### config.mk
export PLATFORM = sky130hd
export DESIGN_NAME = uart_rx_deframer
export DESIGN_NICKNAME = d
export VERILOG_FILES = /design/src/rtl/uart_rx_deframer.sv
export SDC_FILE = /design/constraint.sdc
export NUM_CORES = 1
export LEC_CHECK = 0
export ABC_AREA = 1
export CORE_MARGIN = 2
export CORE_UTILIZATION = 49
export CTS_CLUSTER_SIZE = 40
export DETAILED_ROUTE_END_ITERATION = 10
export PLACE_DENSITY = 0.74
export SLEW_MARGIN = 40
export SYNTH_ARGS = -nofsm -noshare
export SYNTH_HDL_FRONTEND = slang
export SYNTH_SLANG_ARGS = --single-unit
### constraint.sdc
create_clock -name clk -period 1.3 [get_ports clk]
set_input_delay 0.26 -clock clk [delete_from_list [all_inputs] [get_ports clk]]
set_output_delay 0.26 -clock clk [all_outputs]
set_load 0.005 [all_outputs]
### src/rtl/uart_rx_deframer.sv
// UART receive deframer: synchronises rx, samples start/data/parity/stop at mid-bit,
// drives the parity checker handshake and publishes one status-qualified word per frame.
module uart_rx_deframer #(
  parameter int CLKS_PER_BIT = 16,
  parameter int DATA_BITS    = 8
) (
  input  logic                 clk,
  input  logic                 reset,
  input  logic                 rx,
  input  logic                 use_parity,
  input  logic                 par_ok,
  output logic                 par_clear,
  output logic                 par_bit,
  output logic                 par_done,
  output logic [DATA_BITS-1:0] data_out,
  output logic                 data_valid,
  output logic                 frame_error,
  output logic                 parity_error,
  output logic                 busy
);

  localparam int CW = $clog2(CLKS_PER_BIT);
  localparam int BW = $clog2(DATA_BITS + 1);
  localparam logic [CW-1:0] HALF_CNT = CW'(CLKS_PER_BIT / 2 - 1);
  localparam logic [CW-1:0] LAST_CNT = CW'(CLKS_PER_BIT - 1);
  localparam logic [BW-1:0] LAST_BIT = BW'(DATA_BITS - 1);

  typedef enum logic [2:0] {
    S_IDLE, S_START, S_DATA, S_PARITY, S_STOP, S_WAIT, S_REPORT
  } state_t;

  state_t               state_q, state_d;
  logic                 rx_meta_q, rx_s_q;
  logic [CW-1:0]        cnt_q, cnt_d;
  logic [BW-1:0]        bitcnt_q, bitcnt_d;
  logic [DATA_BITS-1:0] shift_q, shift_d;
  logic [DATA_BITS-1:0] data_q, data_d;
  logic                 use_par_q, use_par_d;
  logic                 stop_bad_q, stop_bad_d;
  logic                 fe_q, fe_d, pe_q, pe_d;
  logic                 clr_q, clr_d, pbit_q, pbit_d, done_q, done_d;
  logic                 valid_q, valid_d, busy_q, busy_d;
  logic                 mid_bit;

  assign mid_bit = (cnt_q == LAST_CNT);

  always_ff @(posedge clk or posedge reset) begin
    if (reset) begin
      state_q    <= S_IDLE;
      rx_meta_q  <= 1'b1;
      rx_s_q     <= 1'b1;
      cnt_q      <= '0;
      bitcnt_q   <= '0;
      shift_q    <= '0;
      data_q     <= '0;
      use_par_q  <= 1'b0;
      stop_bad_q <= 1'b0;
      fe_q       <= 1'b0;
      pe_q       <= 1'b0;
      clr_q      <= 1'b0;
      pbit_q     <= 1'b0;
      done_q     <= 1'b0;
      valid_q    <= 1'b0;
      busy_q     <= 1'b0;
    end else begin
      state_q    <= state_d;
      rx_meta_q  <= rx;
      rx_s_q     <= rx_meta_q;
      cnt_q      <= cnt_d;
      bitcnt_q   <= bitcnt_d;
      shift_q    <= shift_d;
      data_q     <= data_d;
      use_par_q  <= use_par_d;
      stop_bad_q <= stop_bad_d;
      fe_q       <= fe_d;
      pe_q       <= pe_d;
      clr_q      <= clr_d;
      pbit_q     <= pbit_d;
      done_q     <= done_d;
      valid_q    <= valid_d;
      busy_q     <= busy_d;
    end
  end

  always_comb begin
    state_d    = state_q;
    cnt_d      = cnt_q + CW'(1);
    bitcnt_d   = bitcnt_q;
    shift_d    = shift_q;
    data_d     = data_q;
    use_par_d  = use_par_q;
    stop_bad_d = stop_bad_q;
    fe_d       = fe_q;
    pe_d       = pe_q;
    clr_d      = 1'b0;
    pbit_d     = 1'b0;
    done_d     = 1'b0;
    valid_d    = 1'b0;
    busy_d     = busy_q;

    case (state_q)
      S_IDLE: begin
        cnt_d = '0;
        if (!rx_s_q) begin
          state_d   = S_START;
          bitcnt_d  = '0;
          clr_d     = 1'b1;
          use_par_d = use_parity;
          busy_d    = 1'b1;
        end
      end
      S_START: begin
        if (cnt_q == HALF_CNT) begin
          cnt_d = '0;
          if (!rx_s_q) begin
            state_d = S_DATA;
          end else begin
            state_d = S_IDLE;
            busy_d  = 1'b0;
          end
        end
      end
      S_DATA: begin
        if (mid_bit) begin
          cnt_d    = '0;
          shift_d  = {rx_s_q, shift_q[DATA_BITS-1:1]};
          pbit_d   = rx_s_q;
          bitcnt_d = bitcnt_q + BW'(1);
          if (bitcnt_q == LAST_BIT) begin
            state_d = use_par_q ? S_PARITY : S_STOP;
          end
        end
      end
      S_PARITY: begin
        if (mid_bit) begin
          cnt_d   = '0;
          pbit_d  = rx_s_q;
          state_d = S_STOP;
        end
      end
      S_STOP: begin
        if (mid_bit) begin
          cnt_d      = '0;
          stop_bad_d = ~rx_s_q;
          done_d     = 1'b1;
          state_d    = S_WAIT;
        end
      end
      S_WAIT: begin
        cnt_d   = '0;
        state_d = S_REPORT;
      end
      S_REPORT: begin
        // par_ok already reflects the checker's update from the par_done cycle
        cnt_d   = '0;
        data_d  = shift_q;
        fe_d    = stop_bad_q;
        pe_d    = use_par_q & ~par_ok;
        valid_d = 1'b1;
        busy_d  = 1'b0;
        state_d = S_IDLE;
      end
      default: state_d = S_IDLE;
    endcase
  end

  assign par_clear    = clr_q;
  assign par_bit      = pbit_q;
  assign par_done     = done_q;
  assign data_out     = data_q;
  assign data_valid   = valid_q;
  assign frame_error  = fe_q;
  assign parity_error = pe_q;
  assign busy         = busy_q;

endmodule

==> flow_summary.json, run 1 <==
{
  "vdd_drop_max_uv": 769,
  "cpPeakStageDelay_ns": 0.43,
  "ys_warn_count": 0,
  "cp_slowest_cell": "dfrtp_1",
  "rrSetupSlack_ns": 0.01,
  "dr.pass1.iters": 4,
  "finalInstanceArea_um2": 2200,
  "powerDensity_nw_per_um2": 1490,
  "slew-limit-headroom": 0.838,
  "rsz0062_at_grt": "yes",
  "ant_nets": 0,
  "p_int_mw": 2.06,
  "fmax_mhz": 777,
  "drt_iter0_drc": 64,
  "dpl.hpwl_um": 2310,
  "worstPathMaxFanout": 10,
  "grt_max_degree": 39,
  "crit_top_cell": "nand2_4",
  "min_path_type": "in -> async",
  "routabilityCongestion": 0.903,
  "boundaryPins": 20,
  "routedWlPerCell_um": 13.0,
  "antenna_found_initial": 0,
  "p_leak_nw": 1.09,
  "syn_inst": 176,
  "finalSetupViolations": 0,
  "total_power_mw": 3.28,
  "ys_seq_area_frac": 0.569,
  "clockPowerShare": 0.202,
  "arrival_ns": 1.55,
  "hold_ws_ns": 0.246,
  "p_seq_frac": 0.442,
  "gr-total-overflow": 0,
  "netlist-cell-type-count": 24,
  "critPathCaptureType": "flop",
  "layout-drive-gt1-share": 0.264,
  "status": "finished clean",
  "syn_nets": 183,
  "crit_type": "reg -> reg",
  "cts_buffer_depth": 2,
  "fin_crit_ns": 1.29,
  "grt_pass1_wl_um": 5530,
  "areaGrowthSynthToFinish_pct": 31.0,
  "crit_chain": "ha_4 -> nand2_4 -> nor2_4 -> buf_12 -> nand2_8 -> nand2_4 -> a21oi_2 -> nor2_1",
  "core_um2": 3310,
  "worst_slack_ns": 0.0128,
  "tritoncts": "done",
  "final_common_cell": "nand2_1",
  "skew_ns": 0.0126,
  "clk_pin_slew_ns": 0.12,
  "core.rowCount": 21,
  "finalSetupTns_ns": 0,
  "p_switching_mw": 1.22,
  "p_comb_frac": 0.355,
  "drc": 0,
  "syn-cell-area_um2": 1680,
  "finalMaxSlewViolations": 0,
  "pre_cts_ws_ns": -0.0540,
  "yosys_register_bits": 38,
  "clk-insertion-delay-late_ns": 0.36,
  "die_height_um": 62.5,
  "grt_usage": 0.182,
  "cts_buffers": 5,
  "syn_avg_cell_area_um2": 9.53,
  "routed_wirelength_um": 3460,
  "hold_buffers": 0,
  "final_util": 0.663,
  "port_buffers": 19,
  "htreeDepth": 2,
  "timing.rr.start": "cnt_q[0]",
  "vias_per_cell": 5.05,
  "switching_share": 0.372,
  "tightestPinTransition_ns": 0.242,
  "antenna_cells": 0,
  "hold_violations": 0,
  "nets": 226,
  "critPathLaunchType": "flop",
  "cts.sinks": 38,
  "rr_endpoint": "bitcnt_q[2]",
  "dp.cells": 245,
  "dieArea_um2": 3910,
  "placed_area_um2": 1960,
  "cap_viol_max_count": 0,
  "reg2reg_depth": 8,
  "worstPathRequired_ns": 1.56,
  "die_width_um": 62.5,
  "cts_root_buffer": "clkbuf_4",
  "start_util": 0.506,
  "final_cells": 266,
  "layout_common_cells": "39 x nand2_1, 34 x dfrtp_1, 20 x buf_4",
  "period_share": 0.990,
  "grt_pass1_vias": 1245,
  "vias": 1342
}
==> synthesized netlist by cell type (all sizes together) <==
cell type,n,area [um^2]
xor2,2,17.5
nand4,4,25.0
a31oi,3,18.8
a21oi,3,18.8
nand3,12,65.1
nor3,1,5.00
o21ai,22,110
dfstp,2,52.6
ha,2,25.0
buf,6,55.1
nor2,14,91.3
dfrtp,36,901
nand2,46,198
o31ai,1,7.51
inv,21,78.8
nand3b,1,7.51
==> registers in the layout (all words and copies together), names as in the netlist <==
name	flops
data_out	8
shift_q	8
bitcnt_q	4
cnt_q	4
state_q	3
busy	1
data_valid	1
frame_error	1
par_bit	1
par_clear	1
par_done	1
parity_error	1
rx_meta_q	1
rx_s_q	1
stop_bad_q	1
use_par_q	1
==> cell type report <==
class	count	area (um^2)
fillers	273	1110
flip-flops and latches	38	956
multi-input cells	112	664
repair buffers	41	373
inverters	21	81.3
well taps	46	57.6
clock buffers	6	51.3
clock inverters	2	12.5
==> critical path, delay by kind of cell, from the launching register on <==
kind | cells | cell delay [ns]
flops | 1 | 0.43
compound gates | 1 | 0.12
simple gates | 5 | 0.34
buf+inv | 1 | 0.13
fa+ha+maj | 1 | 0.18
==> power groups by stage <==
stage                     Combinational, mW  Clock [mW]  Sequential [mW]
after floorplan                       0.744           0             1.41
after global placement                0.979           0             1.44
after detailed placement               1.02           0             1.45
after CTS                              1.04       0.677             1.43
after global routing                   1.31       0.726             1.47
final                                  1.16       0.663             1.45
==> metal layers <==
| metal | global-route usage | wire, um | vias to the layer above |
|---|---|---|---|
| met3 | 0.0595 | 169 | 12 |
| met5 | 0 | 0 | - |
| met1 | 0.223 | 1480 | 640 |
| met2 | 0.293 | 1720 | 37 |
| li1 | - | - | 653 |
| met4 | 0.0833 | 88 | 0 |
==> logic make-up (layout without fill, tap and decap cells) <==
group / count (synthesis) / in the layout / share of synthesized area
simple gates: 78 / 79 / 0.234
flops: 38 / 38 / 0.569
compound gates: 29 / 29 / 0.0925
buf+inv: 27 / 70 / 0.0798
fa+ha+maj: 2 / 2 / 0.0149
xor+xnor: 2 / 2 / 0.0104
==> worst max-delay path by stage <==
| stage | startpoint | endpoint | slack (ns) | cells after the start |
|---|---|---|---|---|
| CTS | state_q[2] | bitcnt_q[2] | 0.0005 | 6 |
| finish | cnt_q[0] | bitcnt_q[2] | 0.01 | 8 |
| floorplan | cnt_q[0] | bitcnt_q[2] | 0.04 | 8 |
| detailed placement | state_q[1] | data_out[4] | -0.05 | 4 |
| global placement | cnt_q[0] | state_q[0] | -0.01 | 7 |
| global route | state_q[0] | cnt_q[0] | -0.05 | 6 |
==> repair_timing <==
item                                    4_1_cts  5_1_grt
pin swaps                                     4        4
hold endpoints to repair                      0        0
endpoints found under the setup margin       35       33
gates resized for setup                      22       25
gates cloned                                  0        1
buffers inserted                              5        7
(Power assumes the default switching activity.)
==> run 2: changes to the inputs <==
Settings changed: SETUP_SLACK_MARGIN set to 0.1.
==> flow_summary.json, run 2 (synthesis gave the netlist of run 1 again) <==
{
  "tritoncts": "done",
  "p_int_mw": 2.39,
  "finalMaxSlewViolations": 0,
  "drt_iter0_drc": 78,
  "die_width_um": 62.5,
  "arrival_ns": 1.63,
  "antenna_cells": 0,
  "layout-drive-gt1-share": 0.376,
  "antenna_found_initial": 0,
  "pre_cts_ws_ns": -0.0414,
  "dr.pass1.iters": 4,
  "rr_endpoint": "bitcnt_q[3]",
  "crit_type": "reg -> reg",
  "grt_usage": 0.205,
  "critPathCaptureType": "flop",
  "hold_violations": 0,
  "areaGrowthSynthToFinish_pct": 35.1,
  "cap_viol_max_count": 0,
  "start_util": 0.506,
  "worstPathMaxFanout": 5,
  "rrSetupSlack_ns": -0.04,
  "tightestPinTransition_ns": 0.327,
  "cts_buffers": 5,
  "final_common_cell": "nand2_1",
  "dpl.hpwl_um": 2250,
  "boundaryPins": 20,
  "reg2reg_depth": 8,
  "clk-insertion-delay-late_ns": 0.36,
  "cts_root_buffer": "clkbuf_4",
  "die_height_um": 62.5,
  "critPathBufInv": 1,
  "path_depth": 8,
  "gr-total-overflow": 0,
  "nets": 227,
  "p_comb_frac": 0.380,
  "status": "finished, violations left",
  "core.rowCount": 21,
  "placed_area_um2": 1960,
  "critPathLaunchType": "flop",
  "vias_per_cell": 4.98,
  "finalInstanceArea_um2": 2260,
  "drc": 0,
  "finalSetupViolations": 5,
  "vias": 1330,
  "grt_pass1_vias": 1324,
  "cp_slowest_cell": "dfrtp_1",
  "skew_ns": 0.0126,
  "cpPeakStageDelay_ns": 0.42,
  "switching_share": 0.355,
  "clk_pin_slew_ns": 0.12,
  "worst_slack_ns": -0.0378,
  "min_path_type": "in -> async",
  "fmax_mhz": 748,
  "layout_common_cells": "38 x nand2_1, 35 x dfrtp_1, 18 x inv_1",
  "powerDensity_nw_per_um2": 1630,
  "hold_ws_ns": 0.246,
  "clockPowerShare": 0.230,
  "period_share": 1.03,
  "cp_top_family": "simple AND/OR/NAND/NOR gates",
  "cts_buffer_depth": 2,
  "fin_crit_ns": 1.34,
  "ant_nets": 0,
  "p_seq_frac": 0.390,
  "p_leak_nw": 1.14,
  "routed_wirelength_um": 3660,
  "vdd_drop_max_uv": 729,
  "routedWlPerCell_um": 13.7,
  "worstPathRequired_ns": 1.59,
  "failed_checks": "setup timing",
  "htreeDepth": 2,
  "cts.sinks": 38,
  "port_buffers": 19,
  "grt_max_degree": 39,
  "final_util": 0.684,
  "crit_chain": "ha_4 -> nand2_4 -> nor2_4 -> buf_12 -> nand2_8 -> nand2_8 -> nand3b_1 -> nand2_1",
  "crit_top_cell": "nand2_8",
  "rsz0062_at_grt": "yes",
  "grt_pass1_wl_um": 6220,
  "hold_buffers": 0,
  "timing.rr.start": "cnt_q[0]",
  "slew-limit-headroom": 0.781,
  "p_switching_mw": 1.31,
  "routabilityCongestion": 0.863,
  "core_um2": 3310,
  "dieArea_um2": 3910
}
-- run 2: cell count changes in the layout (fill, tap and decap cells not counted), moves of 3 or more --
cell | previous run | this run
o21ai_0 | 18 | 12
clkdlybuf4s15_1 | 9 | 0
clkbuf_2 | 0 | 3
nor2_4 | 3 | 6
o21ai_2 | 1 | 4
dlygate4sd2_1 | 6 | 0
buf_2 | 0 | 12
nand3_1 | 9 | 6
buf_4 | 20 | 17
-- run 2: repair_timing --
action	4_1_cts	5_1_grt
setup buffers	12	3
gates cloned	2	0
pin swaps	10	3
gates resized for setup	81	17
endpoints found under the setup margin	47	36
-- run 2: tightest hold or removal path, stage by stage --
cell             delay, ns
clkdlybuf4s50_1       0.41
inv_1                 0.09
buf_12                0.22
-- run 2: how the worst max path moves through the flow --
stage                     slack, ns         from          end
after detailed placement      -0.04     cnt_q[1]   state_q[1]
after floorplan                0.09   state_q[2]  bitcnt_q[2]
after CTS                     0.005  data_out[1]  data_out[1]
after global placement        0.007   state_q[1]  bitcnt_q[2]
final                         -0.04     cnt_q[0]  bitcnt_q[3]
after global routing          -0.09     cnt_q[0]   state_q[1]
-- run 2: through the flow --
stage          power (mW)  setup TNS (ns)  cells
2_1_floorplan        2.17               0    176
3_3_place_gp         2.48               0    242
6_report             3.70         -0.0578    267
4_1_cts              3.57               0    264
5_1_grt              3.92          -0.870    267
3_5_place_dp         2.52         -0.0965    242
-- run 2: final cells by class --
cell class | instances | area, um^2
Sequential cell | 38 | 955
Fill cell | 268 | 1050
Tap cell | 46 | 57.6
Timing Repair Buffer | 41 | 334
Multi-Input combinational cell | 113 | 754
Clock buffer | 7 | 55.1
Inverter | 21 | 78.8
Clock inverter | 1 | 30.0
-- run 2: layer usage --
metal / vias up / wire, um / global-route usage
li1: 655 / - / -
met1: 636 / 1610 / 0.252
met2: 25 / 1790 / 0.325
met3: 14 / 156 / 0.0703
met4: 0 / 106 / 0.0972
met5: - / 0 / 0
-- run 2: power by group through the flow --
stage                     clock [mW]  sequential (mW)  combinational (mW)
final                          0.851             1.44                1.41
after CTS                      0.869             1.44                1.26
after detailed placement           0             1.45                1.07
after floorplan                    0             1.41               0.751
after global routing           0.912             1.46                1.55
after global placement             0             1.43                1.05
==> run 3: changes to the inputs <==
Settings changed: MAX_ROUTING_LAYER set to met4.
==> flow_summary.json, run 3 (synthesis gave the netlist of run 1 again) <==
{
  "htreeDepth": 2,
  "final_util": 0.664,
  "rsz0062_at_grt": "yes",
  "dp.cells": 242,
  "areaGrowthSynthToFinish_pct": 31.2,
  "vdd_drop_max_uv": 953,
  "finalSetupViolations": 2,
  "layout-drive-gt1-share": 0.355,
  "worst_slack_ns": -0.0240,
  "drc": 0,
  "finalMaxSlewViolations": 0,
  "hold_ws_ns": 0.249,
  "failed_checks": "setup timing",
  "status": "finished, violations left",
  "reg2reg_depth": 8,
  "startpoint": "cnt_q[1]",
  "die_width_um": 62.5,
  "nets": 226,
  "boundaryPins": 20,
  "clk_pin_slew_ns": 0.11,
  "routedWlPerCell_um": 13.2,
  "fin_crit_ns": 1.32,
  "fillers": 278,
  "cts_buffers": 5,
  "final_cells": 266,
  "critPathCaptureType": "flop",
  "timing.rr.start": "cnt_q[1]",
  "hold_violations": 0,
  "cts_buffer_depth": 2,
  "fmax_mhz": 755,
  "rrSetupSlack_ns": -0.02,
  "clk-insertion-delay-late_ns": 0.35,
  "routabilityCongestion": 0.937,
  "layout_common_cells": "38 x nand2_1, 34 x dfrtp_1, 18 x inv_1",
  "grt_pass1_wl_um": 5910,
  "powerDensity_nw_per_um2": 1510,
  "arrival_ns": 1.57,
  "ant_nets": 0,
  "die_height_um": 62.5,
  "start_util": 0.506,
  "cts_root_buffer": "clkbuf_4",
  "skew_ns": 0.00543,
  "routed_wirelength_um": 3500,
  "port_buffers": 19,
  "dpl.hpwl_um": 2250,
  "core.rowCount": 21,
  "crit_type": "reg -> reg",
  "grt_max_degree": 39,
  "gr-total-overflow": 0,
  "dr.pass1.iters": 5,
  "worstPathMaxFanout": 5,
  "drt_iter0_drc": 51,
  "cap_viol_max_count": 0,
  "p_leak_nw": 1.11,
  "antenna_found_initial": 0,
  "vias_per_cell": 5.10,
  "dieArea_um2": 3910,
  "worstPathRequired_ns": 1.55,
  "antenna_cells": 0,
  "cts.sinks": 38,
  "grt_usage": 0.199,
  "final_common_cell": "nand2_1",
  "critPathLaunchType": "flop",
  "grt_pass1_vias": 1285,
  "tightestPinTransition_ns": 0.285,
  "vias": 1356,
  "core_um2": 3310,
  "min_path_type": "in -> async",
  "slew-limit-headroom": 0.810,
  "tritoncts": "done",
  "period_share": 1.02,
  "rr_endpoint": "bitcnt_q[2]"
}
-- run 3: changes by cell type in the layout (fill, tap and decap cells not counted), sizes merged --
| cell | before | now |
|---|---|---|
| clkdlybuf4s15 | 0 | 1 |
| clkbuf | 10 | 9 |
| clkinvlp | 0 | 1 |
| clkinv | 0 | 1 |
| buf | 34 | 32 |
| bufinv | 1 | 0 |
-- run 3: through the flow --
stage          TNS [ns]  cell area [um^2]  power [mW]  setup WS [ns]
6_report        -0.0368              2200        3.33        -0.0240
4_1_cts               0              2090        3.18         0.0113
3_5_place_dp     -0.112              1950        2.47        -0.0423
3_3_place_gp          0              1950        2.43        0.00490
5_1_grt          -0.817              2200        3.55         -0.110
2_1_floorplan         0              1680        2.17         0.0850
-- run 3: worst max-delay path: stages (launching register included) --
cell and delay, ns:
dfrtp_1 0.43, ha_4 0.19, nand2_4 0.09, nor2_4 0.05, buf_12 0.14, nand2_8 0.08
nand2_8 0.06, a21oi_2 0.13, nor2_1 0.05
-- run 3: layer usage --
metal / wire (um) / vias to the layer above / global-route usage
met1: 1450 / 656 / 0.239
li1: - / 660 / -
met5: 0 / - / -
met2: 1810 / 33 / 0.323
met4: 67 / 0 / 0.0750
met3: 169 / 7 / 0.0541
-- run 3: power breakdown --
part / total, mW / switching, mW / internal, mW
clock network: 0.653 / 0.393 / 0.260
logic: 1.21 / 0.723 / 0.490
registers: 1.46 / 0.137 / 1.32
-- run 3: final cells by class --
| cell class | count | area, um^2 | area share |
|---|---|---|---|
| clock buffer | 6 | 51.3 | 0.0233 |
| clock inverter | 2 | 12.5 | 0.00569 |
| inverter | 21 | 78.8 | 0.0358 |
| multi-input combinational | 113 | 724 | 0.329 |
| sequential | 38 | 956 | 0.435 |
| tap | 46 | 57.6 | 0.0262 |
| timing repair buffer | 40 | 319 | 0.145 |
-- run 3: worst max path at each step --
stage	endpoint	slack, ns	cells past startpoint
floorplan	bitcnt_q[2]	0.09	7
global placement	busy	0.005	7
detailed placement	state_q[1]	-0.04	8
CTS	data_out[1]	0.01	1
global route	state_q[0]	-0.11	8
finish	bitcnt_q[2]	-0.02	8
-- run 3: repair_timing --
item,in CTS,in global routing
pin swaps,5,16
endpoints found under the setup margin,43,30
hold buffers,0,0
gates resized for setup,61,25
setup buffers,7,7
cloned,2,0
